File: config.mk
export PLATFORM = sky130hd
export DESIGN_NAME = aes_block_packer
export DESIGN_NICKNAME = d
export VERILOG_FILES = /design/src/rtl/aes_pkg.sv /design/src/rtl/aes_block_packer_sat_counter.sv /design/src/rtl/aes_block_packer.sv
export SDC_FILE = /design/constraint.sdc
export NUM_CORES = 1
export LEC_CHECK = 0
export CELL_PAD_IN_SITES_DETAIL_PLACEMENT = 1
export CELL_PAD_IN_SITES_GLOBAL_PLACEMENT = 2
export CORE_ASPECT_RATIO = 0.5
export CORE_MARGIN = 2
export CORE_UTILIZATION = 29
export CTS_CLUSTER_SIZE = 12
export DETAILED_ROUTE_END_ITERATION = 7
export PLACE_DENSITY = 0.8
export SLEW_MARGIN = 30
export SYNTH_ARGS = -nofsm -noshare
export SYNTH_HDL_FRONTEND = slang
export SYNTH_SLANG_ARGS = --single-unit
export TNS_END_PERCENT = 1
File: constraint.sdc
create_clock -name clk -period 4.44 [get_ports clk]
set_input_delay 0.444 -clock clk [delete_from_list [all_inputs] [get_ports clk]]
set_output_delay 0.444 -clock clk [all_outputs]
set_load 0.01 [all_outputs]
File: src/rtl/aes_pkg.sv
// Shared constants and types for the AES receive path.
package aes_pkg;

  localparam int AES_WORD_W          = 32;
  localparam int AES_BLOCK_W         = 128;
  localparam int AES_WORDS_PER_BLOCK = 4;

  typedef enum logic {
    PK_FILL,
    PK_PENDING
  } packer_state_t;

endpackage

File: src/rtl/aes_block_packer_sat_counter.sv
// Saturating up-counter with synchronous clear; a same-cycle clear and increment yields 1.
module sat_counter #(
  parameter int W = 8
) (
  input  logic         clk,
  input  logic         rst,
  input  logic         inc,
  input  logic         clr,
  output logic [W-1:0] count
);

  always_ff @(posedge clk or posedge rst) begin
    if (rst) begin
      count <= '0;
    end else if (clr) begin
      count <= inc ? W'(1) : '0;
    end else if (inc && (count != '1)) begin
      count <= count + 1'b1;
    end
  end

endmodule

File: src/rtl/aes_block_packer.sv
// Packs bus words MSB-word-first into 128-bit blocks for the receive FIFO.
// Optional drop counter enabled by defining AES_PACKER_DROP_CNT_EN.
module aes_block_packer
  import aes_pkg::*;
#(
  parameter int  WORD_W          = AES_WORD_W,
  parameter int  WORDS_PER_BLOCK = AES_WORDS_PER_BLOCK,
  localparam int BLOCK_W         = WORD_W * WORDS_PER_BLOCK,
  localparam int CNT_W           = $clog2(WORDS_PER_BLOCK) + 1
) (
  input  logic               clk,
  input  logic               rst,
  input  logic               word_valid,
  input  logic [WORD_W-1:0]  word_data,
  output logic               word_ready,
  input  logic               flush,
  input  logic               fix_error,
  input  logic               fifo_full,
  output logic [BLOCK_W-1:0] block_out,
  output logic               block_enq,
  output logic [CNT_W-1:0]   fill_level,
  output logic               framing_error
`ifdef AES_PACKER_DROP_CNT_EN
  ,
  output logic [7:0]         drop_count
`endif
);

  packer_state_t      state_q, state_d;
  logic [CNT_W-1:0]   count_q, count_d;
  logic [BLOCK_W-1:0] block_q, block_d;
  logic               err_q, err_d;
  logic               drop;

  // NOTE: state registers use non-blocking assignments so every flop samples pre-edge values.
  always_ff @(posedge clk or posedge rst) begin
    if (rst) begin
      state_q <= PK_FILL;
      count_q <= '0;
      block_q <= '0;
      err_q   <= 1'b0;
    end else begin
      state_q <= state_d;
      count_q <= count_d;
      block_q <= block_d;
      err_q   <= err_d;
    end
  end

  always_comb begin
    // NOTE: every output of this block is defaulted first so no path can infer a latch.
    state_d    = state_q;
    count_d    = count_q;
    block_d    = block_q;
    err_d      = err_q;
    word_ready = 1'b0;
    block_enq  = 1'b0;
    drop       = 1'b0;

    unique case (state_q)
      PK_FILL: begin
        word_ready = !flush;
        if (flush) begin
          count_d = '0;
          block_d = '0;
        end else if (word_valid) begin
          // Constant slice per slot keeps the insert mux free of variable part-selects.
          for (int k = 0; k < WORDS_PER_BLOCK; k++) begin
            if (count_q == CNT_W'(k)) begin
              block_d[BLOCK_W-1-k*WORD_W -: WORD_W] = word_data;
            end
          end
          count_d = count_q + 1'b1;
          if (count_q == CNT_W'(WORDS_PER_BLOCK - 1)) begin
            state_d = PK_PENDING;
          end
        end
      end

      PK_PENDING: begin
        block_enq = !fifo_full;
        drop      = word_valid && !flush;
        if (!fifo_full) begin
          state_d = PK_FILL;
          count_d = '0;
        end
      end

      default: state_d = PK_FILL;
    endcase

    if (drop) begin
      err_d = 1'b1;
    end else if (fix_error) begin
      err_d = 1'b0;
    end
  end

  assign block_out     = block_q;
  assign fill_level    = count_q;
  assign framing_error = err_q;

`ifdef AES_PACKER_DROP_CNT_EN
  sat_counter #(
    .W(8)
  ) u_drop_cnt (
    .clk  (clk),
    .rst  (rst),
    .inc  (drop),
    .clr  (fix_error),
    .count(drop_count)
  );
`endif

endmodule

==> flow_metrics.tcl <==
set metrics [dict create \
    fmax_ghz 0.360 \
    design_area_um2 7530 \
    ctsLongestPathBuffers 2 \
    synth_edf_count 0 \
    finalPower_mw 3.09 \
    critical_path_class "in2out" \
    drt_iter0_drc 192 \
    critPathRequiredTime_ns 4.00 \
    drtPass1Iterations 4 \
    synth_top_family_by_area "compound AO/OA/AOI/OAI gates" \
    slew_headroom 0.451 \
    grt_pass1_wl_um 25600 \
    synth_top_area_share 0.669 \
    clk_latency_ns 0.42 \
    async_flop_share 1.00 \
    postRouteAntennaNets 0 \
    cts_tree "built" \
    ys_seq_area_frac 0.669 \
    clock_skew_ns 0.0106 \
    postCtsSetupBuffers 0 \
    cts_buffers 17 \
    path_max_fanout 14 \
    arrival_ns 2.33 \
    cpPeakStageDelay_ns 0.71 \
    cp_cell_sequence "clkdlybuf4s50_1, or2_2, inv_1, clkdlybuf4s50_1" \
    irDropWorstVdd_mv 0.294 \
    synth_top_area_cell "dfrtp_1" \
    cts_max_level 4 \
    p_per_area_nw_per_um2 411 \
    final_util 0.453 \
    status "complete, no violations" \
    crit_path_start_kind "input pin" \
    period_share 0.625 \
    slew_violations 0 \
    cts.sinks 133 \
    dieArea_um2 18300 \
    std_cell_rows 33 \
    syn_nets 388 \
    synth_seq_cells 133 \
    dpl_cell_area_um2 6910 \
    drive_above_1_share 0.0951 \
    placed_cells 721 \
    synthAdderAreaFrac 0.0126 \
    tightest_slew_ns 0.822 \
    yosys-top-cells-count "dfrtp_1 (133), a22o_1 (120), buf_2 (15)" \
    period_minus_slack_ns 2.77 \
    clk_pin_slew_worst_paths_ns 0.06 \
    syn2layout_area_growth_pct 51.3 \
    post_synth_xor_area_fraction 0 \
    synthFlopType "dfrtp_1" \
    nets 556 \
    syn_avg_cell_area_um2 14.4 \
    ctsResizeCount 0 \
    setup-violations-final 0 \
    synth-simple-area-share 0.0327 \
    rsz0062_at_grt "no" \
    vias 3726 \
    synth.most_common_cell "dfrtp_1" \
    p_leak_nw 3.37 \
    final_cell_count_no_fill 754 \
    ys_warn_count 0 \
    hold_path.class "reg2reg" \
    synth_compound_area_frac 0.233 \
    maxCapViolCount 0 \
    slowest_stage "clkdlybuf4s50_1" \
    synth_mux_area_frac 0.0161 \
    drt_drc_violations_left 0 \
    grtUsageTotal 0.185 \
    core_um2 16600 \
    wl_per_cell_um 21.4 \
    start_util 0.300 \
    wirelength_um 16100 \
    syn_inst 345 \
    fillers 1700 \
    grt_pass1_vias 4208 \
    gp_congestion 0.742 \
    syn_area_um2 4970 \
    io_buffers 171 \
    cts_root_buf "clkbuf_16" \
    antenna_found_initial 1 \
    die_w_um 189 \
    ys_top_cells_by_area "dfrtp_1 (67%), a22o_1 (21%), mux2i_1 (1.6%)" \
    end_kind "output port" \
    ys_types 27 \
    grt_max_degree 112 \
    grt_overflow 0 \
    cpMostUsedCell "clkdlybuf4s50_1" \
    final_hold_viol_count 0 \
    setup_tns_ns 0 \
    die_h_um 96.6 \
    cts_hold_buf 0 \
    vias_per_cell 4.94 \
    dp_hpwl_um 10600 \
    io_pins 172 \
]
[cells in the final DEF (no fill, tap or decap), drive strengths merged, types with 2 or more instances in the layout]
| cell | n |
|---|---|
| mux2i | 8 |
| nor3b | 2 |
| a22o | 120 |
| ha | 5 |
| o21ai | 8 |
| or2 | 2 |
| clkinv | 6 |
| inv | 8 |
| buf | 9 |
| clkinvlp | 3 |
| clkdlybuf4s50 | 171 |
| o21bai | 3 |
| dfrtp | 133 |
| clkbuf | 18 |
| o22ai | 2 |
| nand2 | 9 |
| and3b | 3 |
| bufinv | 3 |
| nor2b | 4 |
[layer usage]
layer,vias to the layer above,part of all wire,global-route usage
met3,13,0.035,0.0450
met1,2007,0.45,0.238
met5,-,0,0
met2,69,0.50,0.304
met4,0,0.013,0.0650
li1,1637,-,-
[flip-flops by register name, indices dropped and copies added (netlist names)]
register / cells
block_out: 128
fill_level: 3
framing_error: 1
state_q: 1
[area by class of cell]
cell class,instances,area [um2],share of cell area
antenna,1,2.50,0.000333
inverter,6,30.0,0.00399
sequential,133,3330,0.442
tap,227,284,0.0377
multi-input combinational,175,1490,0.198
clock inverter,14,175,0.0233
clock buffer,18,439,0.0584
timing repair buffer,180,1780,0.236
[path summary, 6_finish.rpt]
path	cells after the start	slack (ns)	from	endpoint
max in group asynchronous	3	3.00	rst	block_out[116]
hold reg to reg	1	0.50	block_out[41]	block_out[41]
hold / removal	1	0.50	block_out[41]	block_out[41]
setup reg to reg	6	2.24	fill_level[0]	block_out[118]
setup / recovery	4	1.67	flush	word_ready
min in group asynchronous	2	0.56	rst	block_out[67]
[critical path, delay by kind of cell]
| kind | cells | cell delay [ns] |
|---|---|---|
| buf+inv | 3 | 1.41 |
| simple gates | 1 | 0.47 |
[where the power goes]
part | internal, mW | leakage, nW | total [mW] | switching [mW]
registers | 1.26 | 1.83 | 1.29 | 0.0323
clock network | 0.903 | 0.293 | 1.47 | 0.566
logic | 0.161 | 1.25 | 0.333 | 0.172
[through the flow]
stage          hold slack [ns]  setup WS [ns]
2_1_floorplan            0.532          0.442
3_3_place_gp             0.484           1.45
3_5_place_dp             0.485           1.57
4_1_cts                  0.502           1.63
5_1_grt                  0.523           1.57
6_report                 0.501           1.67
[logic make-up (layout without fill, tap and decap cells)]
group                    after synthesis  in the layout
AO/OA/AOI/OAI                        137            137
adder cells (fa/ha/maj)                5              5
buffers and inverters                 37            218
flip-flops                           133            133
multiplexers                           8              8
other                                  0              1
AND/OR/NAND/NOR                       25             25
Note: power is estimated with default switching activity, not from simulation.
